$ cat src/rtl/turn_signal_sequencer_pkg.sv
// Shared types and constants for the turn signal sequencer.
// Contents: the state enum, the lamp pattern constants, the step counts
// per sequence, and the helper that maps a LEFT/RIGHT step to its lamps.
package tsig_pkg;

    typedef enum logic [1:0] {
        ST_IDLE  = 2'd0,
        ST_LEFT  = 2'd1,
        ST_RIGHT = 2'd2,
        ST_HAZ   = 2'd3
    } state_e;

    localparam logic [2:0] P_OFF = 3'b000;
    localparam logic [2:0] P_1   = 3'b001;
    localparam logic [2:0] P_2   = 3'b011;
    localparam logic [2:0] P_3   = 3'b111;

    localparam int unsigned LR_STEPS  = 4;
    localparam int unsigned HAZ_STEPS = 2;

    // Bit 0 is the innermost lamp, so the chase grows outward.
    function automatic logic [2:0] lr_pattern(input logic [1:0] step);
        logic [2:0] p;
        case (step)
            2'd0:    p = P_1;
            2'd1:    p = P_2;
            2'd2:    p = P_3;
            default: p = P_OFF;
        endcase
        return p;
    endfunction

endpackage

$ cat src/rtl/turn_signal_sequencer_prescaler.sv
// tick_prescaler: clock-enable generator for the animation steps.
// Ports:
//   clk  - system clock
//   rst  - asynchronous active-low reset
//   en   - count enable; the counter is held at 0 while low
//   tick - registered one-cycle pulse in the cycle the count is TICK_DIV-1
module tick_prescaler #(
    parameter int TICK_DIV = 12_500_000
) (
    input  logic clk,
    input  logic rst,
    input  logic en,
    output logic tick
);

    localparam int CW = (TICK_DIV > 2) ? $clog2(TICK_DIV) : 1;
    localparam logic [CW-1:0] CNT_LAST = CW'(TICK_DIV - 1);

    logic [CW-1:0] cnt_q, cnt_d;
    logic          tick_q, tick_d;

    always_comb begin
        cnt_d = '0;
        if (en) begin
            cnt_d = (cnt_q == CNT_LAST) ? '0 : cnt_q + CW'(1);
        end
        // Registered so that tick_q is high exactly while cnt_q == CNT_LAST.
        tick_d = en && (cnt_d == CNT_LAST);
    end

    always_ff @(posedge clk or negedge rst) begin
        if (!rst) begin
            cnt_q  <= '0;
            tick_q <= 1'b0;
        end else begin
            cnt_q  <= cnt_d;
            tick_q <= tick_d;
        end
    end

    assign tick = tick_q;

endmodule

$ cat src/rtl/turn_signal_sequencer.sv
// turn_signal_sequencer: turns raw left/right/hazard switches into
// sequenced patterns on two 3-lamp tail clusters.
// Optional feature macro: TSIG_BRAKE_EN (adds the brk input and brake override).
// Ports:
//   clk  - system clock (single domain)
//   rst  - asynchronous active-low reset
//   l/r/h- left/right/hazard switches, asynchronous
//   brk  - brake switch, asynchronous (TSIG_BRAKE_EN only)
//   y    - left cluster lamps, bit 0 innermost (registered)
//   y2   - right cluster lamps, bit 0 innermost (registered)
//   busy - high while a sequence runs (registered)
//   tick - end-of-step pulse for debug (registered)
//
// state    | meaning
// ST_IDLE  | no sequence; arbitrate every cycle
// ST_LEFT  | left chase on y, 4 steps
// ST_RIGHT | right chase on y2, 4 steps
// ST_HAZ   | both clusters on then off, 2 steps
module turn_signal_sequencer
    import tsig_pkg::*;
#(
    parameter int TICK_DIV = 12_500_000
) (
    input  logic       clk,
    input  logic       rst,
    input  logic       l,
    input  logic       r,
    input  logic       h,
`ifdef TSIG_BRAKE_EN
    input  logic       brk,
`endif
    output logic [2:0] y,
    output logic [2:0] y2,
    output logic       busy,
    output logic       tick
);

    // Synchronizers, bit order {h, r, l}.
    logic [2:0] sw_meta_q, sw_sync_q;
    logic       ls, rs, hs;

    always_ff @(posedge clk or negedge rst) begin
        if (!rst) begin
            sw_meta_q <= '0;
            sw_sync_q <= '0;
        end else begin
            sw_meta_q <= {h, r, l};
            sw_sync_q <= sw_meta_q;
        end
    end

    assign ls = sw_sync_q[0];
    assign rs = sw_sync_q[1];
    assign hs = sw_sync_q[2];

`ifdef TSIG_BRAKE_EN
    logic brk_meta_q, brk_sync_q;

    always_ff @(posedge clk or negedge rst) begin
        if (!rst) begin
            brk_meta_q <= 1'b0;
            brk_sync_q <= 1'b0;
        end else begin
            brk_meta_q <= brk;
            brk_sync_q <= brk_meta_q;
        end
    end
`endif

    state_e     state_q, state_d, winner;
    logic [1:0] step_q, step_d, last_step;
    logic [2:0] y_q, y_d, y2_q, y2_d;
    logic       busy_q, busy_d;
    logic       tick_w;

    tick_prescaler #(
        .TICK_DIV(TICK_DIV)
    ) u_prescaler (
        .clk (clk),
        .rst (rst),
        .en  (state_q != ST_IDLE),
        .tick(tick_w)
    );

    always_comb begin
        if (hs || (ls && rs)) winner = ST_HAZ;
        else if (ls)          winner = ST_LEFT;
        else if (rs)          winner = ST_RIGHT;
        else                  winner = ST_IDLE;

        last_step = (state_q == ST_HAZ) ? 2'(HAZ_STEPS - 1) : 2'(LR_STEPS - 1);

        state_d = state_q;
        step_d  = step_q;
        if (state_q == ST_IDLE) begin
            state_d = winner;
            step_d  = 2'd0;
        end else if (tick_w) begin
            // Only the tick ending the last step re-arbitrates.
            if (step_q == last_step) begin
                state_d = winner;
                step_d  = 2'd0;
            end else begin
                step_d = step_q + 2'd1;
            end
        end

        // Lamps decode the next state so they land together with it.
        y_d  = P_OFF;
        y2_d = P_OFF;
        case (state_d)
            ST_LEFT:  y_d  = lr_pattern(step_d);
            ST_RIGHT: y2_d = lr_pattern(step_d);
            ST_HAZ: begin
                y_d  = (step_d == 2'd0) ? P_3 : P_OFF;
                y2_d = (step_d == 2'd0) ? P_3 : P_OFF;
            end
            default: ;
        endcase

`ifdef TSIG_BRAKE_EN
        if (brk_sync_q) begin
            case (state_d)
                ST_IDLE: begin
                    y_d  = P_3;
                    y2_d = P_3;
                end
                ST_LEFT:  y2_d = P_3;
                ST_RIGHT: y_d  = P_3;
                default: ;
            endcase
        end
`endif

        busy_d = (state_d != ST_IDLE);
    end

    always_ff @(posedge clk or negedge rst) begin
        if (!rst) begin
            state_q <= ST_IDLE;
            step_q  <= 2'd0;
            y_q     <= P_OFF;
            y2_q    <= P_OFF;
            busy_q  <= 1'b0;
        end else begin
            state_q <= state_d;
            step_q  <= step_d;
            y_q     <= y_d;
            y2_q    <= y2_d;
            busy_q  <= busy_d;
        end
    end

    assign y    = y_q;
    assign y2   = y2_q;
    assign busy = busy_q;
    assign tick = tick_w;

endmodule

$ cat config.mk
export PLATFORM = sky130hd
export DESIGN_NAME = turn_signal_sequencer
export DESIGN_NICKNAME = d
export VERILOG_FILES = /design/src/rtl/turn_signal_sequencer_pkg.sv /design/src/rtl/turn_signal_sequencer_prescaler.sv /design/src/rtl/turn_signal_sequencer.sv
export SDC_FILE = /design/constraint.sdc
export NUM_CORES = 1
export LEC_CHECK = 0
export CAP_MARGIN = 0
export CORE_MARGIN = 1.5
export CORE_UTILIZATION = 52
export DETAILED_ROUTE_END_ITERATION = 8
export GPL_TIMING_DRIVEN = 0
export PLACE_DENSITY = 0.8
export SYNTH_ARGS = -nofsm -noshare
export SYNTH_HDL_FRONTEND = slang
export SYNTH_SLANG_ARGS = --single-unit
export TNS_END_PERCENT = 50
$ cat constraint.sdc
create_clock -name clk -period 2 [get_ports clk]
set_input_delay 0.6 -clock clk [delete_from_list [all_inputs] [get_ports clk]]
set_output_delay 0.6 -clock clk [all_outputs]
set_load 0.01 [all_outputs]
==> summary.md <==
| Metric | Value |
|---|---|
| Die area | 0.00440 mm² |
| Gr ovfl total | 0 |
| Mapped cell area | 0.00209 mm² |
| Status | finished clean |
| Synth area leader | dfrtp_1 |
| Yosys warning count | 0 |
| Sequential share of the synthesized area | 50.3% |
| Critical Path, Cell by Cell | nor2_1, nand3_1, or4_4, o21ai_4, o2111ai_1, and4b_1 |
| Total CTS buffers | 5 |
| Drt via density | 5.52 |
| Die Span X | 66.4 µm |
| FF+latch count, synth | 42 |
| Max-slew violation count | 0 |
| Tot GR Track Use | 22.1% |
| Post-synth EDFFs | 0 |
| Reg-to-reg startpoint | u_prescaler.cnt_q[9] |
| Residual DRC | 0 |
| RSZ-0062 raised after global routing | yes |
| Final core occ | 69.0% |
| Initial antenna violation count | 0 |
| Share of cells above drive strength 1 | 25.2% |
| FF-to-FF path depth | 6 |
| Gpl congestion | 0.826 |
| I/O Pins | 13 |
| Antenna fix cells | 0 |
| CTS root buf | clkbuf_8 |
| Clk Latency, worst-skew pair | 0.29 ns |
| R2R setup slack | 0.05 ns |
| Mean Syn Cell Area | 10.1 µm² |
| Clock Pin Slew Worst Setup and Hold Paths | roughly 0.08 ns |
| Nets | 255 |
| Syn-to-layout area delta | 24.7% |
| Max Cap Viol | 0 |
| Largest cells by area after synthesis | dfrtp_1 50%, nor2_1 7.5%, xnor2_1 5.5% |
| Worst-margin pin slew | 0.673 ns |
| Type of origin of the critical path | register |
| WL per Instance | 14.9 µm |
| Clk_skew | approximately 0.0032 ns |
| Via count of the first global-routing pass | 1565 |
| Max clock buf depth | 2 |
| # setup viols final | 0 |
| Mapped Cells | 206 |
| Post-CTS Hold Fix Bufs | 0 |
| Fmax | ~510 MHz |
| Netlist cell types | 45 |
| Buf/Inv on CP | 0 |
| PD cells | just over 800 mW/mm² |
| Final period utilization | 97.6% |
| Routed via count | 1624 |
| CTS tree | built |
| Core Area | 0.00377 mm² |
| Top delay family on crit path | simple AND/OR/NAND/NOR gates |
| Drt first pass iters | 4 |
| Crit path from | u_prescaler.cnt_q[9] |
| Slowest-stage cell, CP | or4_4 |
| Iteration-0 DRC Markers | 164 |
| Row cnt | 22 |
| DP Area | 0.00228 mm² |
| Crit Path Max Fanout | 7 |
| Final WL | 4380 µm |
| Fillers | 291 |
| Post-layout minimum cycle time | about 2.0 ns |
| I/O Buffers | 12 |
| Starting Density | 55.4% |
| Crit path depth | 6 |
| Worst Path Arrival | ~2.2 ns |
| Global-route wire length before repair | 7210 µm |
| Slowest Stage Delay on Critical Path | 0.55 ns |
| CP Capture Type | register |
| Post-route cell area | 0.00260 mm² |
| Area of the multi-input gates | around 0.0011 mm² |
| Final Hold Fails | 0 |
| CTS sink cnt | 42 |
| Final Total Pwr | approximately 2.1 mW |
| Placed wire-length estimate | 2870 µm |
| Worst VDD drop | 0.000597 V |
| Worst Path Required | around 2.2 ns |
| Detail Route Antenna Nets | 0 |
| Hold Crit Class | in -> async |
| Main flop type after synthesis | dfrtp_1 |
| Largest net degree at the start of global routing | 36 |
| Syn Nets | 215 |
| Die Y | 66.4 µm |
| Leak | 1.14 nW |
| Top-area cell type share of the netlist area | between 50% and 60% |
| Seq. cell area | 0.00106 mm² |
| Crit Path Class | reg -> reg |
| H-tree depth | 2 |
| Slew headroom | 55.2% |
| Asr flop ratio synth | 100% |
[metrics by stage]
stage | setup slack [ns] | std cells | setup TNS [ns] | hold WS (ns)
after floorplan | 0.0111 | 206 | 0 | 0.304
after global placement | -0.691 | 266 | -33.13 | 0.332
after detailed placement | -0.478 | 267 | -4.87 | 0.336
after CTS | 0.00703 | 284 | 0 | 0.148
after global routing | -0.0534 | 294 | -0.0534 | 0.146
final | 0.0477 | 294 | 0 | 0.147
[metal layers]
layer  routed length [µm]  track usage [%]  part of all wire [%]
met5                    0                0                     0
met4                   51             7.91                   1.2
met3                  156             5.11                   3.6
met2                 2180             37.3                    50
met1                 1990             27.7                    45
[final timing paths]
kind | endpoint
max | u_prescaler.tick
min | u_prescaler.cnt_q[22]
max reg2reg | u_prescaler.tick
min reg2reg | sw_sync_q[0]
max in group asynchronous | u_prescaler.cnt_q[0]
min in group clk | sw_sync_q[0]
[state kept, by name, summed over array words and instances, names as in the netlist, 2 cells and up]
| register | flops |
|---|---|
| u_prescaler.cnt_q | 24 |
| sw_meta_q | 3 |
| sw_sync_q | 3 |
| y2 | 3 |
| y | 3 |
| state_q | 2 |
| step_q | 2 |
[final cells by class]
| cell class | count | share of cell area, % |
|---|---|---|
| multi-input combinational | 154 | 40.9 |
| tap | 48 | 2.31 |
| inverter | 6 | 0.865 |
| clock buffer | 5 | 2.64 |
| clock inverter | 2 | 0.577 |
| timing repair buffer | 33 | 11.0 |
| sequential | 42 | 40.8 |
| buffer | 4 | 0.961 |
[cell usage after synthesis, types with 2 or more instances]
master / number
a21oi_1: 6
and3_1: 6
nor3_1: 2
xnor2_1: 13
nand3_1: 11
and4_1: 2
nand4_1: 5
buf_2: 3
nor2b_1: 2
and2_1: 2
o21ai_0: 2
nand2_1: 12
dfrtp_1: 42
nand3_2: 2
nor4_1: 4
mux2i_1: 3
nor4_2: 2
inv_1: 6
ha_1: 4
xor2_1: 11
nor2_1: 42
[what timing repair did]
action,4_1_cts,5_1_grt
pin swaps,4,6
setup endpoints to repair,21,21
gates resized for setup,12,13
buffers inserted,10,10
[cell families (layout without fill, tap and decap cells)]
| family | count (synthesis) | after routing | share of synthesized area (%) |
|---|---|---|---|
| DFF | 42 | 42 | 50.3 |
| adders and majority gates | 4 | 4 | 2.40 |
| xor gates and xnor gates | 24 | 24 | 10.1 |
| muxes | 4 | 4 | 1.98 |
| AOI/OAI and AO/OA | 17 | 17 | 5.87 |
| and+or+nand+nor | 105 | 105 | 27.4 |
| buffers and inverters | 10 | 50 | 1.98 |
[cells in the final DEF (no fill, tap or decap), types with 2 or more instances in the layout]
| cell | n |
|---|---|
| nor2_1 | 42 |
| clkbuf_8 | 5 |
| xnor2_1 | 13 |
| nand2_1 | 11 |
| dfrtp_2 | 9 |
| mux2i_1 | 3 |
| and3_1 | 6 |
| o21ai_0 | 2 |
| clkdlybuf4s50_1 | 11 |
| nor2b_1 | 2 |
| buf_2 | 3 |
| a21oi_1 | 6 |
| nor4_2 | 2 |
| ha_1 | 3 |
| nand3_1 | 10 |
| buf_4 | 20 |
| nand2_2 | 2 |
| nand3_2 | 2 |
| nand4_1 | 5 |
| clkinvlp_4 | 2 |
| xor2_1 | 11 |
| nor4_1 | 4 |
| inv_1 | 6 |
| dfrtp_1 | 33 |
[report_power, final]
group          internal (mW)  switching [mW]  leakage [nW]
sequential             0.936           0.120         0.530
combinational          0.253           0.267         0.577
clock                  0.238           0.291        0.0362
Power figures use the tool's default switching activity.
